<file path="config.mk">
export PLATFORM = sky130hd
export DESIGN_NAME = dmac_cmd_master
export DESIGN_NICKNAME = d
export VERILOG_FILES = /design/src/rtl/dmac_cmd_master.sv
export SDC_FILE = /design/constraint.sdc
export NUM_CORES = 1
export LEC_CHECK = 0
export BUFFER_PORTS_ARGS = -buffer_cell sky130_fd_sc_hd__clkbuf_2
export CORE_MARGIN = 10
export CORE_UTILIZATION = 50
export CTS_CLUSTER_DIAMETER = 120
export DETAILED_ROUTE_END_ITERATION = 7
export PLACE_DENSITY = 0.78
export SETUP_SLACK_MARGIN = 0.3
export SLEW_MARGIN = 20
export SYNTH_ARGS = -nofsm -noshare
export SYNTH_HDL_FRONTEND = slang
export SYNTH_SLANG_ARGS = --single-unit
</file>
<file path="constraint.sdc">
create_clock -name clk -period 2.6 [get_ports clk]
set_input_delay 0.26 -clock clk [delete_from_list [all_inputs] [get_ports clk]]
set_output_delay 0.26 -clock clk [all_outputs]
set_load 0.01 [all_outputs]
</file>
<file path="src/rtl/dmac_cmd_master.sv">
// dmac_cmd_master
// Bus initiator for master port M0. For each accepted command it programs the
// DMAC (src, dst, size, opstart), waits for the DMAC interrupt or a timeout,
// clears the interrupt, then pulses done with a completion code.
//
// Parameters:
//   DMAC_BASE  bus address of DMAC register 0 (+0 src .. +4 interrupt clear)
//   TIMEOUT    cycles to wait for D_interrupt before giving up (1..65535)
// Optional feature macro: DMAC_CMD_READBACK_EN
//   When defined, the size register is read back before opstart. A mismatch
//   skips the start and reports err=3.
// Ports:
//   clk, reset                     clock, synchronous active-high reset
//   cmd_valid/cmd_ready            command handshake
//   cmd_src/cmd_dst/cmd_size       command fields (size 0 rejected)
//   done/err                       one-cycle completion pulse and code
//   M_req/M_wr/M_address/M_dout    bus request, write strobe, address, data
//   M_grant/M_din                  bus grant and read data
//   D_interrupt                    DMAC completion interrupt (level)
module dmac_cmd_master #(
    parameter logic [7:0]  DMAC_BASE = 8'h00,
    parameter int unsigned TIMEOUT   = 1024
) (
    input  logic        clk,
    input  logic        reset,
    input  logic        cmd_valid,
    output logic        cmd_ready,
    input  logic [7:0]  cmd_src,
    input  logic [7:0]  cmd_dst,
    input  logic [7:0]  cmd_size,
    output logic        done,
    output logic [1:0]  err,
    output logic        M_req,
    output logic        M_wr,
    output logic [7:0]  M_address,
    output logic [31:0] M_dout,
    input  logic        M_grant,
    input  logic [31:0] M_din,
    input  logic        D_interrupt
);

    typedef enum logic [3:0] {
        S_IDLE, S_ARB, S_W_SRC, S_W_DST, S_W_SIZE,
`ifdef DMAC_CMD_READBACK_EN
        S_RB,
`endif
        S_W_START, S_WAIT, S_ARB2, S_W_CLR, S_FIN
    } state_t;

    localparam logic [15:0] TIMEOUT_LD = 16'(TIMEOUT);

    state_t      state_q, state_d;
    logic [7:0]  src_q, src_d, dst_q, dst_d, size_q, size_d;
    logic [1:0]  code_q, code_d;
    logic [15:0] cnt_q, cnt_d;
    logic        irq_q;
    logic        cmd_ready_q, cmd_ready_d;
    logic        done_q, done_d;
    logic [1:0]  err_q, err_d;
    logic        req_q, req_d, wr_q, wr_d;
    logic [7:0]  addr_q, addr_d;
    logic [31:0] dout_q, dout_d;
    logic        accept;
`ifdef DMAC_CMD_READBACK_EN
    // 0: issuing the read beat, 1: read data arrives this cycle
    logic        rb_phase_q, rb_phase_d;
`endif

    // Only the low byte of read data is ever inspected
    logic unused_din;
    assign unused_din = ^M_din;

    assign accept = cmd_valid & cmd_ready_q & (state_q == S_IDLE);

    always_comb begin
        state_d = state_q;
        src_d   = src_q;
        dst_d   = dst_q;
        size_d  = size_q;
        code_d  = code_q;
        cnt_d   = cnt_q;
`ifdef DMAC_CMD_READBACK_EN
        rb_phase_d = rb_phase_q;
`endif
        case (state_q)
            S_IDLE: if (accept) begin
                src_d  = cmd_src;
                dst_d  = cmd_dst;
                size_d = cmd_size;
                if (cmd_size == 8'd0) begin
                    code_d  = 2'd1;
                    state_d = S_FIN;
                end else begin
                    code_d  = 2'd0;
                    state_d = S_ARB;
                end
            end
            S_ARB:    if (M_grant) state_d = S_W_SRC;
            S_W_SRC:  if (M_grant) state_d = S_W_DST;
            S_W_DST:  if (M_grant) state_d = S_W_SIZE;
            S_W_SIZE: if (M_grant) begin
`ifdef DMAC_CMD_READBACK_EN
                rb_phase_d = 1'b0;
                state_d    = S_RB;
`else
                state_d    = S_W_START;
`endif
            end
`ifdef DMAC_CMD_READBACK_EN
            S_RB: begin
                if (!rb_phase_q) begin
                    if (M_grant) rb_phase_d = 1'b1;
                end else begin
                    rb_phase_d = 1'b0;
                    if (M_din[7:0] == size_q) begin
                        state_d = S_W_START;
                    end else begin
                        code_d  = 2'd3;
                        state_d = S_ARB2;
                    end
                end
            end
`endif
            S_W_START: if (M_grant) begin
                cnt_d   = TIMEOUT_LD;
                state_d = S_WAIT;
            end
            S_WAIT: begin
                cnt_d = cnt_q - 16'd1;
                // Interrupt has priority over a simultaneous expiry
                if (irq_q) begin
                    state_d = S_ARB2;
                end else if (cnt_q == 16'd1) begin
                    code_d  = 2'd2;
                    state_d = S_ARB2;
                end
            end
            S_ARB2:  if (M_grant) state_d = S_W_CLR;
            S_W_CLR: if (M_grant) state_d = S_FIN;
            S_FIN:   state_d = S_IDLE;
            default: state_d = S_IDLE;
        endcase

        // Bus outputs are registered copies of what the next state presents
        req_d  = 1'b0;
        wr_d   = 1'b0;
        addr_d = 8'h00;
        dout_d = 32'h0;
        case (state_d)
            S_ARB, S_ARB2: req_d = 1'b1;
            S_W_SRC: begin
                req_d = 1'b1; wr_d = 1'b1; addr_d = DMAC_BASE;
                dout_d = {24'h0, src_d};
            end
            S_W_DST: begin
                req_d = 1'b1; wr_d = 1'b1; addr_d = DMAC_BASE + 8'd1;
                dout_d = {24'h0, dst_d};
            end
            S_W_SIZE: begin
                req_d = 1'b1; wr_d = 1'b1; addr_d = DMAC_BASE + 8'd2;
                dout_d = {24'h0, size_d};
            end
`ifdef DMAC_CMD_READBACK_EN
            S_RB: begin
                req_d = 1'b1; addr_d = DMAC_BASE + 8'd2;
            end
`endif
            S_W_START: begin
                req_d = 1'b1; wr_d = 1'b1; addr_d = DMAC_BASE + 8'd3;
                dout_d = 32'h1;
            end
            S_W_CLR: begin
                req_d = 1'b1; wr_d = 1'b1; addr_d = DMAC_BASE + 8'd4;
            end
            default: ;
        endcase

        // done follows FIN by one cycle; ready comes back the cycle after done
        done_d      = (state_q == S_FIN);
        err_d       = (state_q == S_FIN) ? code_q : 2'd0;
        cmd_ready_d = (state_q == S_IDLE) & ~accept;
    end

    always_ff @(posedge clk) begin
        if (reset) begin
            state_q     <= S_IDLE;
            src_q       <= 8'h0;
            dst_q       <= 8'h0;
            size_q      <= 8'h0;
            code_q      <= 2'd0;
            cnt_q       <= 16'd0;
            irq_q       <= 1'b0;
            cmd_ready_q <= 1'b1;
            done_q      <= 1'b0;
            err_q       <= 2'd0;
            req_q       <= 1'b0;
            wr_q        <= 1'b0;
            addr_q      <= 8'h0;
            dout_q      <= 32'h0;
`ifdef DMAC_CMD_READBACK_EN
            rb_phase_q  <= 1'b0;
`endif
        end else begin
            state_q     <= state_d;
            src_q       <= src_d;
            dst_q       <= dst_d;
            size_q      <= size_d;
            code_q      <= code_d;
            cnt_q       <= cnt_d;
            irq_q       <= D_interrupt;
            cmd_ready_q <= cmd_ready_d;
            done_q      <= done_d;
            err_q       <= err_d;
            req_q       <= req_d;
            wr_q        <= wr_d;
            addr_q      <= addr_d;
            dout_q      <= dout_d;
`ifdef DMAC_CMD_READBACK_EN
            rb_phase_q  <= rb_phase_d;
`endif
        end
    end

    assign cmd_ready = cmd_ready_q;
    assign done      = done_q;
    assign err       = err_q;
    assign M_req     = req_q;
    assign M_wr      = wr_q;
    assign M_address = addr_q;
    assign M_dout    = dout_q;

endmodule

</file>
==> impl_metrics.tcl <==
set metrics [dict create \
    path_cells "or4_1 > or2_1 > o31ai_1 > nor2_1 > a311o_1" \
    ys_seq_area_share_pct 42.0 \
    critical_path_buf_inv_count 0 \
    clk_pin_slew_ps 70 \
    final_nets 461 \
    switchingPower_uw 599 \
    netlist_area_sq_um 3050 \
    area_growth_pct 15.0 \
    worstPathArrival_ps 2430 \
    powerDensity_nw_per_um2 657 \
    dieArea_sq_um 9620 \
    yosysWarnings 0 \
    cts_buffers 9 \
    cpMaxStageDelayCell "or4_1" \
    drc_errors 0 \
    fillCellCount 548 \
    maxCapViolations 0 \
    synthTopCellsByArea "dfxtp_1 (42%), buf_4 (7.1%), a21oi_1 (6.2%)" \
    cp-startpoint "cnt_q[4]" \
    yosys-top-cells-count "dfxtp_1 (64), a21oi_1 (38), buf_4 (29), nor2_1 (26), clkbuf_1 (20)" \
    cts_tree "yes" \
    routabilityCongestion 0.873 \
    clock_sinks 64 \
    drt_first_pass_iters 5 \
    critical_path_required_ps 2820 \
    async_reset_ff_share_pct 0 \
    ir_drop_mv 0.396 \
    grtUsageTotal_pct 14.4 \
    clock_latency_ps 340 \
    cp_top_family "simple AND/OR/NAND/NOR gates" \
    antenna_found_initial 0 \
    std_cell_rows 28 \
    setup_viol_count_final 0 \
    p_comb_share_pct 13.6 \
    overflow 0 \
    yosysTopAreaCell "dfxtp_1" \
    leakage_uw 0.00141 \
    fin_crit_sh_pct 85.2 \
    ant_nets 0 \
    yosysMostFrequentCell "dfxtp_1" \
    grt_pass1_vias 2414 \
    ys_ff_latch 64 \
    core_sq_um 5920 \
    viasPerCell 5.37 \
    diodes 0 \
    fin_tns_setup_ps 0 \
    slowest_delay_ps 560 \
    hold_class "in2reg" \
    status "complete, no violations" \
    critPathKind "reg2reg" \
    final_core_utilization_pct 59.2 \
    post_cts_buffers 0 \
    r2r_end "M_dout[0]" \
    synth_edf_count 0 \
    synth.avg_cell_area_sq_um 8.66 \
    post_drt_wl_per_cell_um 15.1 \
    start_util_pct 51.5 \
    sw_frac_of_total_pct 26.0 \
    vias 2566 \
    finalHoldViolations 0 \
    clockBufferDepth 2 \
    drtIter0Drc 200 \
    pwr-share-seq_pct 45.5 \
    drive_gt1_share_pct 21.6 \
    cp-start-kind "flip-flop" \
    fmax_mhz 452 \
    path_max_fanout 8 \
    grt_pass1_wl_um 11500 \
    ios 107 \
    worstReg2RegStart "cnt_q[4]" \
    cts_hold_buf 0 \
    worstMarginPinSlew_ps 711 \
    synth_cells 352 \
    grt_max_degree 26 \
    slew-limit-headroom_pct 52.3 \
    synth.distinct_cells 49 \
    reg2reg_depth 5 \
    root_buffer "clkbuf_8" \
    skew_ps 12.6 \
    min_period_ps 2210 \
    drv_slew 0 \
    die_h_um 98.1 \
    synth-main-ff-cell "dfxtp_1" \
    synth_top_area_share_pct 42.0 \
    hpwl_um 5380 \
    wirelength_um 7240 \
    crit_path_end "M_dout[0]" \
    pwr-share-clk_pct 40.9 \
    power.internal_uw 1700 \
    rsz0062_at_grt "no" \
    r2r_slack_ps 390 \
    cp.depth 5 \
    port_buffers 45 \
    cts_max_level 3 \
    chipWidth_um 98.1 \
    end_kind "flip-flop" \
]
==> layout by cell type (no fill, tap or decap), types with 2 or more instances in the layout <==
master     synthesis  routed
o31ai_1            2       2
clkinv_2           0       3
buf_4             29      14
clkbuf_8           0      10
o311ai_0           3       3
nand3_1           19      19
mux2i_1           14      14
bufinv_16          0       2
nor2b_1            2       2
a211oi_1           6       6
ha_1               2       2
nand2_1           17      17
mux2_2             4       4
o31a_1             2       2
inv_1              5       5
nor4_2             0       2
nand2b_1           2       2
nor3b_1            3       3
nor3_1             8       8
o211ai_1           9       9
a21oi_1           38      38
conb_1             1      29
or2_2              2       2
a31oi_1            3       3
a211o_1            3       3
nor4bb_1           2       2
xor2_1             3       3
and2_1             5       5
clkbuf_2           0      45
or4_1              7       7
nor4_1             7       5
o32a_1             3       3
o21ai_0           14      14
or3_1              8       8
dfxtp_1           64      63
nor2_1            26      26
==> cell families (layout without fill, tap and decap cells) <==
| kind of cell | Yosys count | count (layout) | share of synthesized area [%] |
|---|---|---|---|
| other | 1 | 29 | 0.123 |
| buffers and inverters | 58 | 81 | 11.3 |
| AO/OA/AOI/OAI | 89 | 89 | 18.3 |
| multiplexers | 18 | 18 | 6.07 |
| AND/OR/NAND/NOR | 116 | 116 | 20.3 |
| adder cells (fa/ha/maj) | 2 | 2 | 0.821 |
| XOR/XNOR | 4 | 4 | 1.15 |
| flip-flops | 64 | 64 | 42.0 |
==> worst register-to-register path: stages, from the launching register on <==
cell     delay (ps)
dfxtp_1         360
or4_1           560
or2_1           350
o31ai_1         330
nor2_1          180
a311o_1         310
==> worst min-delay path by stage <==
| stage | cells past startpoint | endpoint | slack (ps) | startpoint |
|---|---|---|---|---|
| 2_1_floorplan | 1 | irq_q | 390 | D_interrupt |
| 3_3_place_gp | 1 | err[1] | 440 | code_q[1] |
| 3_5_place_dp | 1 | err[1] | 450 | code_q[1] |
| 4_1_cts | 2 | irq_q | 120 | D_interrupt |
| 5_1_grt | 2 | irq_q | 150 | D_interrupt |
| 6_report | 2 | irq_q | 130 | D_interrupt |
==> cell type report <==
cell class	instances	area, sq um	area share [%]
Timing Repair Buffer	60	350	9.99
Clock buffer	10	138	3.92
Multi-Input combinational cell	258	1540	44.0
Sequential cell	64	1280	36.6
Clock inverter	6	82.6	2.35
Inverter	5	18.8	0.535
Tap cell	75	93.8	2.68
==> metal layers <==
| layer | routed length, um | GRT usage [%] |
|---|---|---|
| met1 | 3110 | 17.4 |
| met2 | 3460 | 22.8 |
| met3 | 562 | 4.44 |
| met4 | 107 | 6.26 |
| met5 | 0 | 0 |
==> flip-flops by register name, indices dropped and copies added (netlist names) <==
register	flops
done	1
irq_q	1
cmd_ready	1
M_wr	1
src_q	8
size_q	8
cnt_q	16
err	2
state_q	4
code_q	2
M_req	1
M_address	3
dst_q	8
M_dout	8
==> power groups by stage <==
| stage | sequential, uW | combinational [uW] | clock [uW] |
|---|---|---|---|
| floorplan | 1060 | 244 | 0 |
| global placement | 1070 | 303 | 0 |
| detailed placement | 1070 | 308 | 0 |
| CTS | 1050 | 311 | 954 |
| global route | 1050 | 343 | 995 |
| finish | 1050 | 314 | 942 |
==> stage by stage <==
stage	setup slack [ps]	total power (uW)	hold slack (ps)	area (sq um)	cells
detailed placement	424	1380	453	3280	462
finish	386	2300	134	3510	478
global route	314	2390	154	3510	478
global placement	419	1370	441	3280	462
floorplan	366	1310	388	3150	380
CTS	386	2310	123	3500	478
==> repair_timing <==
item                       in CTS  in global routing
gates resized for setup         0                  2
setup endpoints to repair       0                  5
hold endpoints to repair        0                  0
Note: power is estimated with default switching activity, not from simulation.
